==> src/rtl/udma_hyper_trans_sched.sv <==
`default_nettype none
// +----------------------------------------------------------------------------+
// | udma_hyper_trans_sched: round-robin descriptor scheduler for HyperBus DMA  |
// | Revision: 1.0                                                              |
// +----------------------------------------------------------------------------+
module udma_hyper_trans_sched #(
  parameter  int NB_CH          = 2,
  parameter  int L2_AWIDTH_NOAL = 12,
  parameter  int TRANS_SIZE     = 16,
  parameter  int TIMEOUT_CYCLES = 1024,
  localparam int ID_W           = $clog2(NB_CH),
  localparam int CNT_W          = $clog2(NB_CH + 1)
) (
  input  logic                           clk_i,
  input  logic                           rst_i,
  input  logic [NB_CH-1:0]               req_valid_i,
  output logic [NB_CH-1:0]               req_ready_o,
  input  logic [NB_CH*32-1:0]            req_hyper_addr_i,
  input  logic [NB_CH*L2_AWIDTH_NOAL-1:0] req_l2_addr_i,
  input  logic [NB_CH*TRANS_SIZE-1:0]    req_size_i,
  input  logic [NB_CH-1:0]               req_rw_i,
  output logic                           trans_valid_o,
  input  logic                           trans_ready_i,
  output logic [31:0]                    trans_hyper_addr_o,
  output logic [L2_AWIDTH_NOAL-1:0]      trans_l2_addr_o,
  output logic [TRANS_SIZE-1:0]          trans_size_o,
  output logic                           trans_rw_o,
  output logic [ID_W-1:0]                trans_id_o,
  input  logic                           trans_done_i,
  output logic [NB_CH-1:0]               done_o,
  output logic                           timeout_o,
  output logic [ID_W-1:0]                err_id_o,
  output logic                           busy_o,
  output logic [CNT_W-1:0]               nb_trans_waiting_o
);

  localparam int  TMR_W      = (TIMEOUT_CYCLES == 0) ? 1 : $clog2(TIMEOUT_CYCLES + 1);
  localparam bit  TIMEOUT_EN = (TIMEOUT_CYCLES != 0);
  localparam logic [TMR_W-1:0] TMR_LAST = TMR_W'(TIMEOUT_CYCLES - 1);

  typedef enum logic [1:0] {
    ST_IDLE  = 2'd0,
    ST_ISSUE = 2'd1,
    ST_WAIT  = 2'd2
  } state_t;

  state_t                    state_q;
  logic [ID_W-1:0]           rr_ptr_q;
  logic [ID_W-1:0]           rr_ptr_d;
  logic [TMR_W-1:0]          timer_q;
  logic                      trans_valid_q;
  logic [31:0]               haddr_q;
  logic [L2_AWIDTH_NOAL-1:0] l2_q;
  logic [TRANS_SIZE-1:0]     size_q;
  logic                      rw_q;
  logic [ID_W-1:0]           id_q;
  logic [NB_CH-1:0]          done_q;
  logic                      timeout_q;
  logic [ID_W-1:0]           err_id_q;
  logic                      busy_q;

  logic                      sel_vld;
  logic [ID_W-1:0]           sel_id;
  logic [31:0]               sel_haddr;
  logic [L2_AWIDTH_NOAL-1:0] sel_l2;
  logic [TRANS_SIZE-1:0]     sel_size;
  logic                      sel_rw;
  logic [CNT_W-1:0]          nb_waiting;

  // Scan from the highest offset down so the channel closest to rr_ptr wins last.
  always_comb begin
    sel_vld = 1'b0;
    sel_id  = '0;
    for (int i = NB_CH - 1; i >= 0; i--) begin
      if (req_valid_i[(int'(rr_ptr_q) + i) % NB_CH]) begin
        sel_vld = 1'b1;
        sel_id  = ID_W'((int'(rr_ptr_q) + i) % NB_CH);
      end
    end
  end

  always_comb begin
    rr_ptr_d = (int'(sel_id) == NB_CH - 1) ? '0 : sel_id + 1'b1;
  end

  always_comb begin
    sel_haddr = '0;
    sel_l2    = '0;
    sel_size  = '0;
    sel_rw    = 1'b0;
    for (int c = 0; c < NB_CH; c++) begin
      if (sel_id == ID_W'(c)) begin
        sel_haddr = req_hyper_addr_i[c*32 +: 32];
        sel_l2    = req_l2_addr_i[c*L2_AWIDTH_NOAL +: L2_AWIDTH_NOAL];
        sel_size  = req_size_i[c*TRANS_SIZE +: TRANS_SIZE];
        sel_rw    = req_rw_i[c];
      end
    end
  end

  always_comb begin
    nb_waiting = '0;
    for (int c = 0; c < NB_CH; c++) begin
      nb_waiting = nb_waiting + CNT_W'(req_valid_i[c]);
    end
  end

  // Acceptance is suppressed under reset because the edge would not latch the descriptor.
  always_comb begin
    req_ready_o = '0;
    if (state_q == ST_IDLE && sel_vld && !rst_i) begin
      req_ready_o[sel_id] = 1'b1;
    end
  end

  always_ff @(posedge clk_i) begin
    if (rst_i) begin
      state_q       <= ST_IDLE;
      rr_ptr_q      <= '0;
      timer_q       <= '0;
      trans_valid_q <= 1'b0;
      haddr_q       <= '0;
      l2_q          <= '0;
      size_q        <= '0;
      rw_q          <= 1'b0;
      id_q          <= '0;
      done_q        <= '0;
      timeout_q     <= 1'b0;
      err_id_q      <= '0;
      busy_q        <= 1'b0;
    end else begin
      done_q    <= '0;
      timeout_q <= 1'b0;
      case (state_q)
        ST_IDLE: begin
          if (sel_vld) begin
            haddr_q       <= sel_haddr;
            l2_q          <= sel_l2;
            size_q        <= sel_size;
            rw_q          <= sel_rw;
            id_q          <= sel_id;
            rr_ptr_q      <= rr_ptr_d;
            trans_valid_q <= 1'b1;
            busy_q        <= 1'b1;
            state_q       <= ST_ISSUE;
          end
        end
        ST_ISSUE: begin
          if (trans_ready_i) begin
            trans_valid_q <= 1'b0;
            timer_q       <= '0;
            state_q       <= ST_WAIT;
          end
        end
        ST_WAIT: begin
          timer_q <= timer_q + 1'b1;
          if (trans_done_i) begin
            done_q[id_q] <= 1'b1;
            busy_q       <= 1'b0;
            state_q      <= ST_IDLE;
          end else if (TIMEOUT_EN && timer_q == TMR_LAST) begin
            timeout_q <= 1'b1;
            err_id_q  <= id_q;
            busy_q    <= 1'b0;
            state_q   <= ST_IDLE;
          end
        end
        default: begin
          state_q <= ST_IDLE;
          busy_q  <= 1'b0;
        end
      endcase
    end
  end

  assign trans_valid_o      = trans_valid_q;
  assign trans_hyper_addr_o = haddr_q;
  assign trans_l2_addr_o    = l2_q;
  assign trans_size_o       = size_q;
  assign trans_rw_o         = rw_q;
  assign trans_id_o         = id_q;
  assign done_o             = done_q;
  assign timeout_o          = timeout_q;
  assign err_id_o           = err_id_q;
  assign busy_o             = busy_q;
  assign nb_trans_waiting_o = nb_waiting;

endmodule
`default_nettype wire

==> config.mk <==
export PLATFORM = sky130hd
export DESIGN_NAME = udma_hyper_trans_sched
export DESIGN_NICKNAME = d
export VERILOG_FILES = /design/src/rtl/udma_hyper_trans_sched.sv
export SDC_FILE = /design/constraint.sdc
export NUM_CORES = 1
export LEC_CHECK = 0
export BUFFER_PORTS_ARGS = -buffer_cell sky130_fd_sc_hd__buf_2
export CORE_ASPECT_RATIO = 0.6
export CORE_UTILIZATION = 47
export DETAILED_ROUTE_END_ITERATION = 10
export GPL_TIMING_DRIVEN = 0
export PLACE_DENSITY = 0.86
export SLEW_MARGIN = 20
export SYNTH_ARGS = -nofsm -noshare
export SYNTH_HDL_FRONTEND = slang
export SYNTH_SLANG_ARGS = --single-unit
==> constraint.sdc <==
create_clock -name clk_i -period 5.35 [get_ports clk_i]
set_input_delay 1.07 -clock clk_i [delete_from_list [all_inputs] [get_ports clk_i]]
set_output_delay 1.07 -clock clk_i [all_outputs]
set_load 0.02 [all_outputs]
==> results.py, run 1 <==
metrics = {
    "cells_and_area": {
        "final_layout_size_suffix_gt1_frac": 0.342,
        "area_growth_pct": 36.2,
        "diodes": 0,
        "layout.nets": 818,
        "fillers": 687,
    },
    "route": {
        "wire_per_inst_um": 17.7,
        "wl_met2_um": 6520,
        "vias": 4905,
        "drc_errors": 0,
        "top_layer": "met4",
        "routed_wl_um": 14200,
        "dr.pass1.iters": 5,
        "dr_wl_met3_um": 1290,
        "met1_length_um": 6060,
        "drt_iter0_markers": 377,
        "drt-vias-per-instance": 6.13,
        "ant_nets": 0,
    },
    "critical_path": {
        "critPathCaptureType": "primary output",
        "critical_path_class": "input port to primary output",
        "cp.required_ns": 4.28,
        "startpoint_type": "input port",
        "path_max_fanout": 10,
        "critPathMaxStageDelay_ns": 0.45,
        "r2r_cells": 4,
        "slowest_stage": "clkbuf_1",
        "cp_common_cell": "buf_2",
        "crit_chain": "buf_2 > clkbuf_1 > inv_2 > buf_2 > buf_2 > ha_1 > or3_1 > nor4_1 > buf_2",
        "cp.arrival_ns": 3.12,
    },
    "floorplan": {
        "start_util": 0.497,
        "dieHeight_um": 73.5,
        "rows": 25,
        "die_x_um": 121,
        "ios": 200,
        "die_area_um2": 8910,
        "core_area_um2": 8070,
    },
    "place": {
        "pre_cts_ws_ns": 1.20,
        "dp_hpwl_um": 10300,
        "gp_congestion": 0.892,
        "io_buffers": 199,
    },
    "clock_tree": {
        "numClockSinks": 82,
        "max-clock-path-buffers": 2,
        "cts-htree-levels": 3,
        "path_clk_slew_ns": 0.06,
        "clockRootBuffer": "clkbuf_16",
        "post_cts_buffers": 0,
        "numCtsBuffers": 9,
        "clock_latency_ns": 0.34,
        "holdBufCountCts": 0,
        "cts_resized": 0,
        "tritoncts": "yes",
    },
    "timing": {
        "period_minus_slack_ns": 4.19,
        "whs_ns": 0.477,
        "grt_setup_unrepaired": "false",
        "fin_ws_ns": 1.16,
        "slew_headroom": 0.561,
        "worst_pin_slew_ns": 0.654,
        "max_freq_mhz": 239,
        "tns_ns": 0,
        "hold_violations": 0,
        "clock_skew_ns": 0.00601,
        "maxSlewViolCount": 0,
        "finalCritPeriodShare": 0.782,
        "finalSetupViolations": 0,
    },
    "synthesis": {
        "synth_seq_area_share": 0.410,
        "synth_top_cell_area_share": 0.410,
        "synth-edff-count": 0,
        "synthesis.nets": 608,
        "yosys-top-cells-count": "dfxtp_1, nor2_1, a311oi_1, o211ai_1, o21ai_0",
        "yosys_register_bits": 82,
        "syn_inst": 477,
        "async_flop_share": 0,
        "yosysUniqueCellTypes": 40,
        "yosys-top-cells-area": "dfxtp_1, a311oi_1, o211ai_1",
        "synth.largest_area_cell": "dfxtp_1",
        "yosys_warnings": 0,
        "ys.flop_type": "dfxtp_1",
        "synth.most_common_cell": "dfxtp_1",
        "avgSynthCellArea_um2": 8.40,
        "synth_area_um2": 4010,
    },
    "worst_hold_path": {
        "min_path_type": "register to register",
        "min_path_cells": 2,
    },
    "power": {
        "power_frac_comb": 0.246,
        "peakVddDrop_mv": 0.182,
        "leakage_nw": 2.26,
        "p_int_w": 0.00125,
        "power_switching_share": 0.317,
        "power_density_nw_per_um2": 336,
        "clock_power_share": 0.368,
        "pwr-share-seq": 0.386,
        "switching_power_w": 0.000581,
    },
    "global_route": {
        "grt_pass1_vias": 4448,
        "grt_overflow": 0,
        "grt_max_degree": 14,
        "antenna_found_initial": 0,
        "grtUsageTotal": 0.314,
        "grt_pass1_wl_um": 21700,
    },
    "status": {
        "status": "complete, no violations",
    },
    "flow_run": {
        "drv_cap": 0,
    },
}
==> cell usage in the layout, fill, tap and decap left out, types with 3 or more instances in the layout <==
cell type / Yosys / routed
ha_1: 3 / 3
dfxtp_1: 82 / 82
nor4_1: 4 / 4
clkbuf_1: 42 / 43
nand2b_1: 4 / 4
clkbuf_16: 0 / 9
nand3_1: 8 / 8
a21oi_1: 8 / 8
nor2_1: 68 / 68
o211ai_1: 63 / 63
or3_1: 4 / 4
o21ai_0: 63 / 63
nor2b_1: 3 / 3
a311oi_1: 63 / 63
or4_1: 4 / 4
buf_2: 19 / 218
o311ai_1: 3 / 3
nand2_1: 5 / 5
==> cell families (layout without fill, tap and decap cells) <==
group	Yosys count	in the layout	share of synthesized area
simple gates	116	116	0.142
flops	82	82	0.410
mux	2	2	0.00531
fa+ha+maj	3	3	0.00937
buf+inv	65	280	0.0668
compound gates	209	209	0.367
==> power groups by stage <==
stage	Sequential, W	Combinational, W	Clock, W
after floorplan	0.000791	0.000197	0
after global routing	0.000715	0.000487	0.000702
after global placement	0.000717	0.000435	0
after CTS	0.000708	0.000447	0.000674
final	0.000708	0.000450	0.000675
after detailed placement	0.000721	0.000445	0
==> final timing paths <==
check	start	endpoint	slack [ns]
worst max-delay path	req_valid_i[1]	req_ready_o[1]	1.16
worst min-delay path	err_id_o$_SDFFE_PP0P_	err_id_o$_SDFFE_PP0P_	0.48
worst max register to register	state_q[0]$_SDFFE_PP0P_	trans_size_o[1]$_SDFFE_PP0N_	3.42
worst min register to register	err_id_o$_SDFFE_PP0P_	err_id_o$_SDFFE_PP0P_	0.48
==> metrics by stage <==
stage / total power [W] / std cells / area (µm²) / util
final: 0.00183 / 800 / 5460 / 0.676
after CTS: 0.00183 / 800 / 5460 / 0.676
after detailed placement: 0.00117 / 784 / 5140 / 0.637
after global routing: 0.00190 / 800 / 5460 / 0.676
after global placement: 0.00115 / 784 / 5140 / 0.637
after floorplan: 0.000988 / 477 / 4010 / -
==> final cells by class <==
type / instances / area, µm² / share of cell area
timing repair buffer: 199 / 996 / 0.182
multi-input combinational: 330 / 2100 / 0.384
tap: 108 / 135 / 0.0248
inverter: 4 / 15.0 / 0.00275
clock inverter: 5 / 77.6 / 0.0142
clock buffer: 11 / 243 / 0.0445
buffer: 61 / 253 / 0.0463
sequential: 82 / 1640 / 0.301
==> layer usage <==
layer	vias to the layer above	GRT usage
met1	2271	0.408
met3	32	0.0691
met5	-	0
met2	326	0.519
li1	2276	-
met4	0	0.108
==> worst max-delay path, delay by kind of cell <==
kind	cells	cell delay, ns
fa+ha+maj	1	0.24
buf+inv	6	1.24
simple gates	2	0.55
==> registers in the layout, indices dropped and copies added (netlist names) <==
| name | count |
|---|---|
| trans_hyper_addr_o | 32 |
| trans_size_o | 16 |
| trans_l2_addr_o | 12 |
| timer_q | 11 |
| done_o | 2 |
| state_q | 2 |
| busy_o | 1 |
| err_id_o | 1 |
| rr_ptr_q | 1 |
| timeout_o | 1 |
| trans_id_o | 1 |
| trans_rw_o | 1 |
| trans_valid_o | 1 |
Note: power is estimated with default switching activity, not from simulation.
==> inputs of run 2 (changes only) <==
--- a/config.mk
+++ b/config.mk
@@ -7,10 +7,10 @@
 export LEC_CHECK = 0
 export BUFFER_PORTS_ARGS = -buffer_cell sky130_fd_sc_hd__buf_2
 export CORE_ASPECT_RATIO = 0.6
-export CORE_UTILIZATION = 47
+export CORE_UTILIZATION = 42
 export DETAILED_ROUTE_END_ITERATION = 10
 export GPL_TIMING_DRIVEN = 0
-export PLACE_DENSITY = 0.86
+export PLACE_DENSITY = 0.81
 export SLEW_MARGIN = 20
 export SYNTH_ARGS = -nofsm -noshare
 export SYNTH_HDL_FRONTEND = slang
==> constraint.sdc (replaced) <==
create_clock -name clk_i -period 3.4 [get_ports clk_i]
set_input_delay 0.68 -clock clk_i [delete_from_list [all_inputs] [get_ports clk_i]]
set_output_delay 0.68 -clock clk_i [all_outputs]
set_load 0.02 [all_outputs]
==> run 2 against run 1 <==
Against the previous run:
- critical path depth shrank 1
- sequential share of layout area down 0.055 points
- wire length is 2.3% higher
- design area grew 0.18%
- non-clock buffer count fell by 1
- final cell count up 2.6%
- sequential power up 58%
- critical endpoint unchanged
- largest cell class unchanged
- core utilization is 8.3 points lower
- hold slack gained 0.014 ns
- combinational power up 57%
==> results.py, run 2 (same netlist as run 1, synthesis figures left out) <==
metrics = {
    "timing": {
        "slew_headroom": 0.556,
        "maxSlewViolCount": 0,
        "tns_ns": 0,
        "max_freq_mhz": 325,
        "clock_skew_ns": 0.00505,
        "hold_violations": 0,
        "grt_setup_unrepaired": "false",
        "period_minus_slack_ns": 3.08,
        "finalSetupViolations": 0,
        "worst_pin_slew_ns": 0.662,
        "finalCritPeriodShare": 0.906,
    },
    "clock_tree": {
        "holdBufCountCts": 0,
        "numCtsBuffers": 9,
        "clockRootBuffer": "clkbuf_16",
        "cts-htree-levels": 3,
        "clock_latency_ns": 0.34,
        "max-clock-path-buffers": 2,
        "numClockSinks": 82,
        "tritoncts": "yes",
        "path_clk_slew_ns": 0.06,
    },
    "route": {
        "drc_errors": 0,
        "drt_iter0_markers": 312,
        "routed_wl_um": 14500,
        "wire_per_inst_um": 17.7,
        "drt-vias-per-instance": 5.97,
        "dr.pass1.iters": 5,
        "ant_nets": 0,
        "vias": 4901,
    },
    "critical_path": {
        "critPathCaptureType": "primary output",
        "crit_chain": "buf_2 > inv_2 > buf_2 > buf_2 > ha_1 > or3_1 > nor4_1 > buf_2",
        "startpoint_type": "input port",
        "cp_common_cell": "buf_2",
        "cp.arrival_ns": 2.40,
        "cp.required_ns": 2.72,
        "r2r_cells": 4,
        "rr_startpoint": "state_q[0]$_SDFFE_PP0P_",
        "critPathMaxStageDelay_ns": 0.37,
        "path_max_fanout": 10,
        "worst-path-buf-inv": 5,
        "r2r_setup_slack_ns": 1.45,
        "crit_family": "buffers and inverters",
        "critical_path_class": "input port to primary output",
        "r2r-end": "trans_size_o[3]$_SDFFE_PP0N_",
        "slowest_stage": "or3_1",
    },
    "worst_hold_path": {
        "min_from": "err_id_o$_SDFFE_PP0P_",
        "min_path_type": "register to register",
        "holdPathEnd": "err_id_o$_SDFFE_PP0P_",
        "min_path_cells": 2,
    },
    "cells_and_area": {
        "stdcell_count": 821,
        "final_layout_size_suffix_gt1_frac": 0.343,
        "layout_commonest_cell": "buf_2",
        "largest_reg_flops": 32,
        "regArea_um2": 1640,
        "multiInputGateArea_um2": 2100,
        "fillers": 854,
        "diodes": 0,
        "area_growth_pct": 36.5,
        "layout.nets": 817,
        "fin_area_um2": 5470,
        "final_cell_mix": "buf_2, dfxtp_1, nor2_1",
    },
    "floorplan": {
        "dieHeight_um": 77.7,
        "ios": 200,
        "die_area_um2": 9950,
        "rows": 27,
        "core_area_um2": 9220,
        "die_x_um": 128,
        "start_util": 0.435,
    },
    "global_route": {
        "grt_pass1_wl_um": 23100,
        "grt_overflow": 0,
        "antenna_found_initial": 0,
        "grtUsageTotal": 0.298,
        "grt_pass1_vias": 4654,
        "grt_max_degree": 14,
    },
    "place": {
        "gp_congestion": 0.887,
        "dp_hpwl_um": 10600,
        "placed_area_um2": 5170,
        "dp_cells": 806,
        "io_buffers": 199,
    },
    "status": {
        "status": "complete, no violations",
    },
    "power": {
        "power_switching_share": 0.324,
        "clock_power_share": 0.358,
        "peakVddDrop_mv": 0.280,
        "switching_power_w": 0.000920,
        "power_density_nw_per_um2": 519,
        "power_frac_comb": 0.249,
        "p_int_w": 0.00192,
        "leakage_nw": 2.25,
        "pwr-share-seq": 0.393,
    },
    "flow_run": {
        "drv_cap": 0,
    },
}
run 2: cell count changes in the layout (fill, tap and decap cells not counted), sizes merged:
cell	previous run	this run
clkinvlp	1	2
clkinv	2	1
bufinv	2	1
run 2: stage by stage:
stage	hold slack (ns)	util	setup WS (ns)	total power, W
2_1_floorplan	0.472	-	0.277	0.00155
3_3_place_gp	0.462	0.560	0.0350	0.00182
3_5_place_dp	0.467	0.560	-0.0739	0.00184
4_1_cts	0.496	0.593	0.0290	0.00284
5_1_grt	0.516	0.593	0.166	0.00296
6_report	0.491	0.593	0.321	0.00284
run 2: repair_timing:
action | in CTS | in global routing
gates resized for setup | 0 | 0
setup endpoints to repair | 0 | 2
endpoints found under the hold margin | 0 | 0
buffers inserted | 0 | 0
run 2: how the worst max path moves through the flow:
| stage | depth (start not counted) | startpoint | to | slack [ns] |
|---|---|---|---|---|
| final | 8 | req_valid_i[1] | req_ready_o[1] | 0.32 |
| after global routing | 8 | req_valid_i[1] | req_ready_o[1] | 0.17 |
| after CTS | 9 | req_valid_i[1] | req_ready_o[1] | 0.03 |
| after detailed placement | 10 | req_valid_i[1] | trans_size_o[3]$_SDFFE_PP0N_ | -0.07 |
| after global placement | 10 | req_valid_i[1] | trans_hyper_addr_o[29]$_SDFFE_PP0N_ | 0.03 |
| after floorplan | 7 | req_valid_i[1] | req_ready_o[1] | 0.28 |
run 2: layout make-up:
type | instances | share of cell area
clock buffers | 12 | 0.0469
multi-input cells | 330 | 0.384
clock inverters | 4 | 0.00915
flip-flops and latches | 82 | 0.300
repair buffers | 199 | 0.182
inverters | 4 | 0.00275
plain buffers | 60 | 0.0455
well taps | 130 | 0.0297
run 2: power by group through the flow:
stage,logic [W],clock network (W),registers (W)
after CTS,0.000703,0.00103,0.00111
final,0.000707,0.00101,0.00112
after floorplan,0.000310,0,0.00124
after global routing,0.000772,0.00106,0.00113
after detailed placement,0.000702,0,0.00113
after global placement,0.000687,0,0.00113
run 2: worst register-to-register path: cells and delay by family, from the launching register on:
family / cells / cell delay, ns
AOI/OAI and AO/OA: 1 / 0.13
buffers and inverters: 2 / 0.70
DFF: 1 / 0.38
and+or+nand+nor: 1 / 0.60
run 2: per-layer routing:
metal / routed length [µm] / vias up / global-route usage / share of wire
li1: - / 2274 / - / -
met1: 6100 / 2272 / 0.388 / 0.42
met2: 6520 / 320 / 0.465 / 0.45
met3: 1540 / 35 / 0.0800 / 0.11
met4: 357 / 0 / 0.122 / 0.025
met5: 0 / - / 0 / 0
==> inputs of run 3 (changes only) <==
==> constraint.sdc (replaced) <==
create_clock -name clk_i -period 3.4 [get_ports clk_i]
set_input_delay 0.34 -clock clk_i [delete_from_list [all_inputs] [get_ports clk_i]]
set_output_delay 0.34 -clock clk_i [all_outputs]
set_load 0.02 [all_outputs]
==> run 3 against run 2 <==
Against the previous run:
- non-clock buffer count up 1
- largest power group unchanged
- first-iteration DRC count down 9.3%
- die area unchanged
- global-route usage unchanged
- critical endpoint is now trans_size_o[3]$_SDFFE_PP0N_
- flip-flop and latch count unchanged
- largest cell class unchanged
- clock power about the same
- combinational power about the same
- power about the same
- maximum frequency up 11%
- worst setup slack better by 0.32 ns
- critical path type is now input port to register
==> results.py, run 3 (same netlist as run 1, synthesis figures left out) <==
metrics = {
    "route": {
        "ant_nets": 0,
        "drt_iter0_markers": 283,
        "wire_per_inst_um": 17.7,
        "vias": 4903,
        "dr.pass1.iters": 5,
        "drc_errors": 0,
        "drt-vias-per-instance": 5.96,
        "routed_wl_um": 14600,
    },
    "status": {
        "status": "complete, no violations",
    },
    "timing": {
        "slew_headroom": 0.543,
        "tns_ns": 0,
        "finalSetupViolations": 0,
        "fin_ws_ns": 0.637,
        "clock_skew_ns": 0.00643,
        "worst_pin_slew_ns": 0.682,
        "period_minus_slack_ns": 2.76,
        "maxSlewViolCount": 0,
        "finalCritPeriodShare": 0.813,
        "hold_violations": 0,
        "max_freq_mhz": 362,
        "grt_setup_unrepaired": "false",
    },
    "critical_path": {
        "path_max_fanout": 10,
        "critPathCaptureType": "register",
        "cp.required_ns": 3.61,
        "startpoint_type": "input port",
        "slowest_stage": "nor3_2",
        "critical_path_class": "input port to register",
        "cp.arrival_ns": 2.97,
        "cp_common_cell": "buf_2",
        "crit_chain": "buf_2 > clkbuf_1 > inv_2 > buf_2 > buf_2 > ha_1 > nor3_2 > buf_2 > buf_2 > a311oi_1",
        "critPathMaxStageDelay_ns": 0.53,
    },
    "place": {
        "pre_cts_ws_ns": 0.266,
        "dp_hpwl_um": 10600,
        "gp_congestion": 0.887,
        "io_buffers": 199,
    },
    "floorplan": {
        "dieHeight_um": 77.7,
        "rows": 27,
        "die_area_um2": 9950,
        "start_util": 0.435,
        "core_area_um2": 9220,
        "die_x_um": 128,
        "ios": 200,
    },
    "clock_tree": {
        "numClockSinks": 82,
        "clock_latency_ns": 0.34,
        "path_clk_slew_ns": 0.06,
        "holdBufCountCts": 0,
        "max-clock-path-buffers": 2,
        "cts-htree-levels": 3,
        "clockRootBuffer": "clkbuf_16",
        "tritoncts": "yes",
        "post_cts_buffers": 0,
        "cts_resized": 0,
        "numCtsBuffers": 9,
    },
    "worst_hold_path": {
        "min_path_type": "input port to register",
    },
    "cells_and_area": {
        "largest_reg_flops": 32,
        "area_growth_pct": 36.6,
        "layout.nets": 818,
        "final_cell_mix": "buf_2, dfxtp_1, nor2_1",
        "fillers": 854,
        "final_layout_size_suffix_gt1_frac": 0.342,
        "layout_commonest_cell": "buf_2",
        "diodes": 0,
    },
    "global_route": {
        "grt_max_degree": 14,
        "grt_pass1_wl_um": 23100,
        "grtUsageTotal": 0.298,
        "grt_pass1_vias": 4654,
        "antenna_found_initial": 0,
        "grt_overflow": 0,
    },
    "flow_run": {
        "drv_cap": 0,
    },
    "power": {
        "power_density_nw_per_um2": 519,
        "leakage_nw": 2.25,
        "peakVddDrop_mv": 0.280,
    },
}
run 3: final timing paths:
kind	startpoint	to	slack [ns]	cells past startpoint
hold / removal	req_hyper_addr_i[13]	trans_hyper_addr_o[13]$_SDFFE_PP0N_	0.28	3
hold reg to reg	err_id_o$_SDFFE_PP0P_	err_id_o$_SDFFE_PP0P_	0.49	2
setup reg to reg	state_q[0]$_SDFFE_PP0P_	trans_size_o[3]$_SDFFE_PP0N_	1.43	4
setup / recovery	req_valid_i[1]	trans_size_o[3]$_SDFFE_PP0N_	0.64	10
run 3: layout make-up:
| cell class | instances | area [µm²] | area share |
|---|---|---|---|
| clock buffers | 12 | 256 | 0.0469 |
| repair buffers | 199 | 996 | 0.182 |
| flip-flops and latches | 82 | 1640 | 0.300 |
| plain buffers | 61 | 253 | 0.0462 |
| inverters | 4 | 15.0 | 0.00274 |
| multi-input cells | 330 | 2100 | 0.383 |
| clock inverters | 4 | 50.0 | 0.00914 |
| well taps | 130 | 163 | 0.0297 |
run 3: stage by stage:
step                 util  cell area, µm²  total power, W  instances  hold slack [ns]
global placement    0.560            5170         0.00182        806            0.462
floorplan               -            4010         0.00155        477            0.472
global route        0.593            5470         0.00296        822            0.290
finish              0.593            5470         0.00284        822            0.279
CTS                 0.593            5470         0.00284        822            0.271
detailed placement  0.560            5170         0.00184        806            0.467
run 3: report_power, final:
part / total, W / internal [W] / switching, W
combinational: 0.000708 / 0.000249 / 0.000459
clock: 0.00102 / 0.000609 / 0.000408
sequential: 0.00112 / 0.00106 / 0.0000555
total: 0.00284 / 0.00192 / 0.000922
run 3: worst max-delay path, delay by kind of cell:
family,cells,cell delay [ns]
adder cells (fa/ha/maj),1,0.24
buffers and inverters,7,1.71
AO/OA/AOI/OAI,1,0.13
AND/OR/NAND/NOR,1,0.53
run 3: layer usage:
layer | track usage | part of all wire | wire length, µm
met1 | 0.388 | 0.43 | 6230
met2 | 0.465 | 0.45 | 6500
met3 | 0.0800 | 0.10 | 1460
met4 | 0.122 | 0.025 | 360
met5 | 0 | 0 | 0
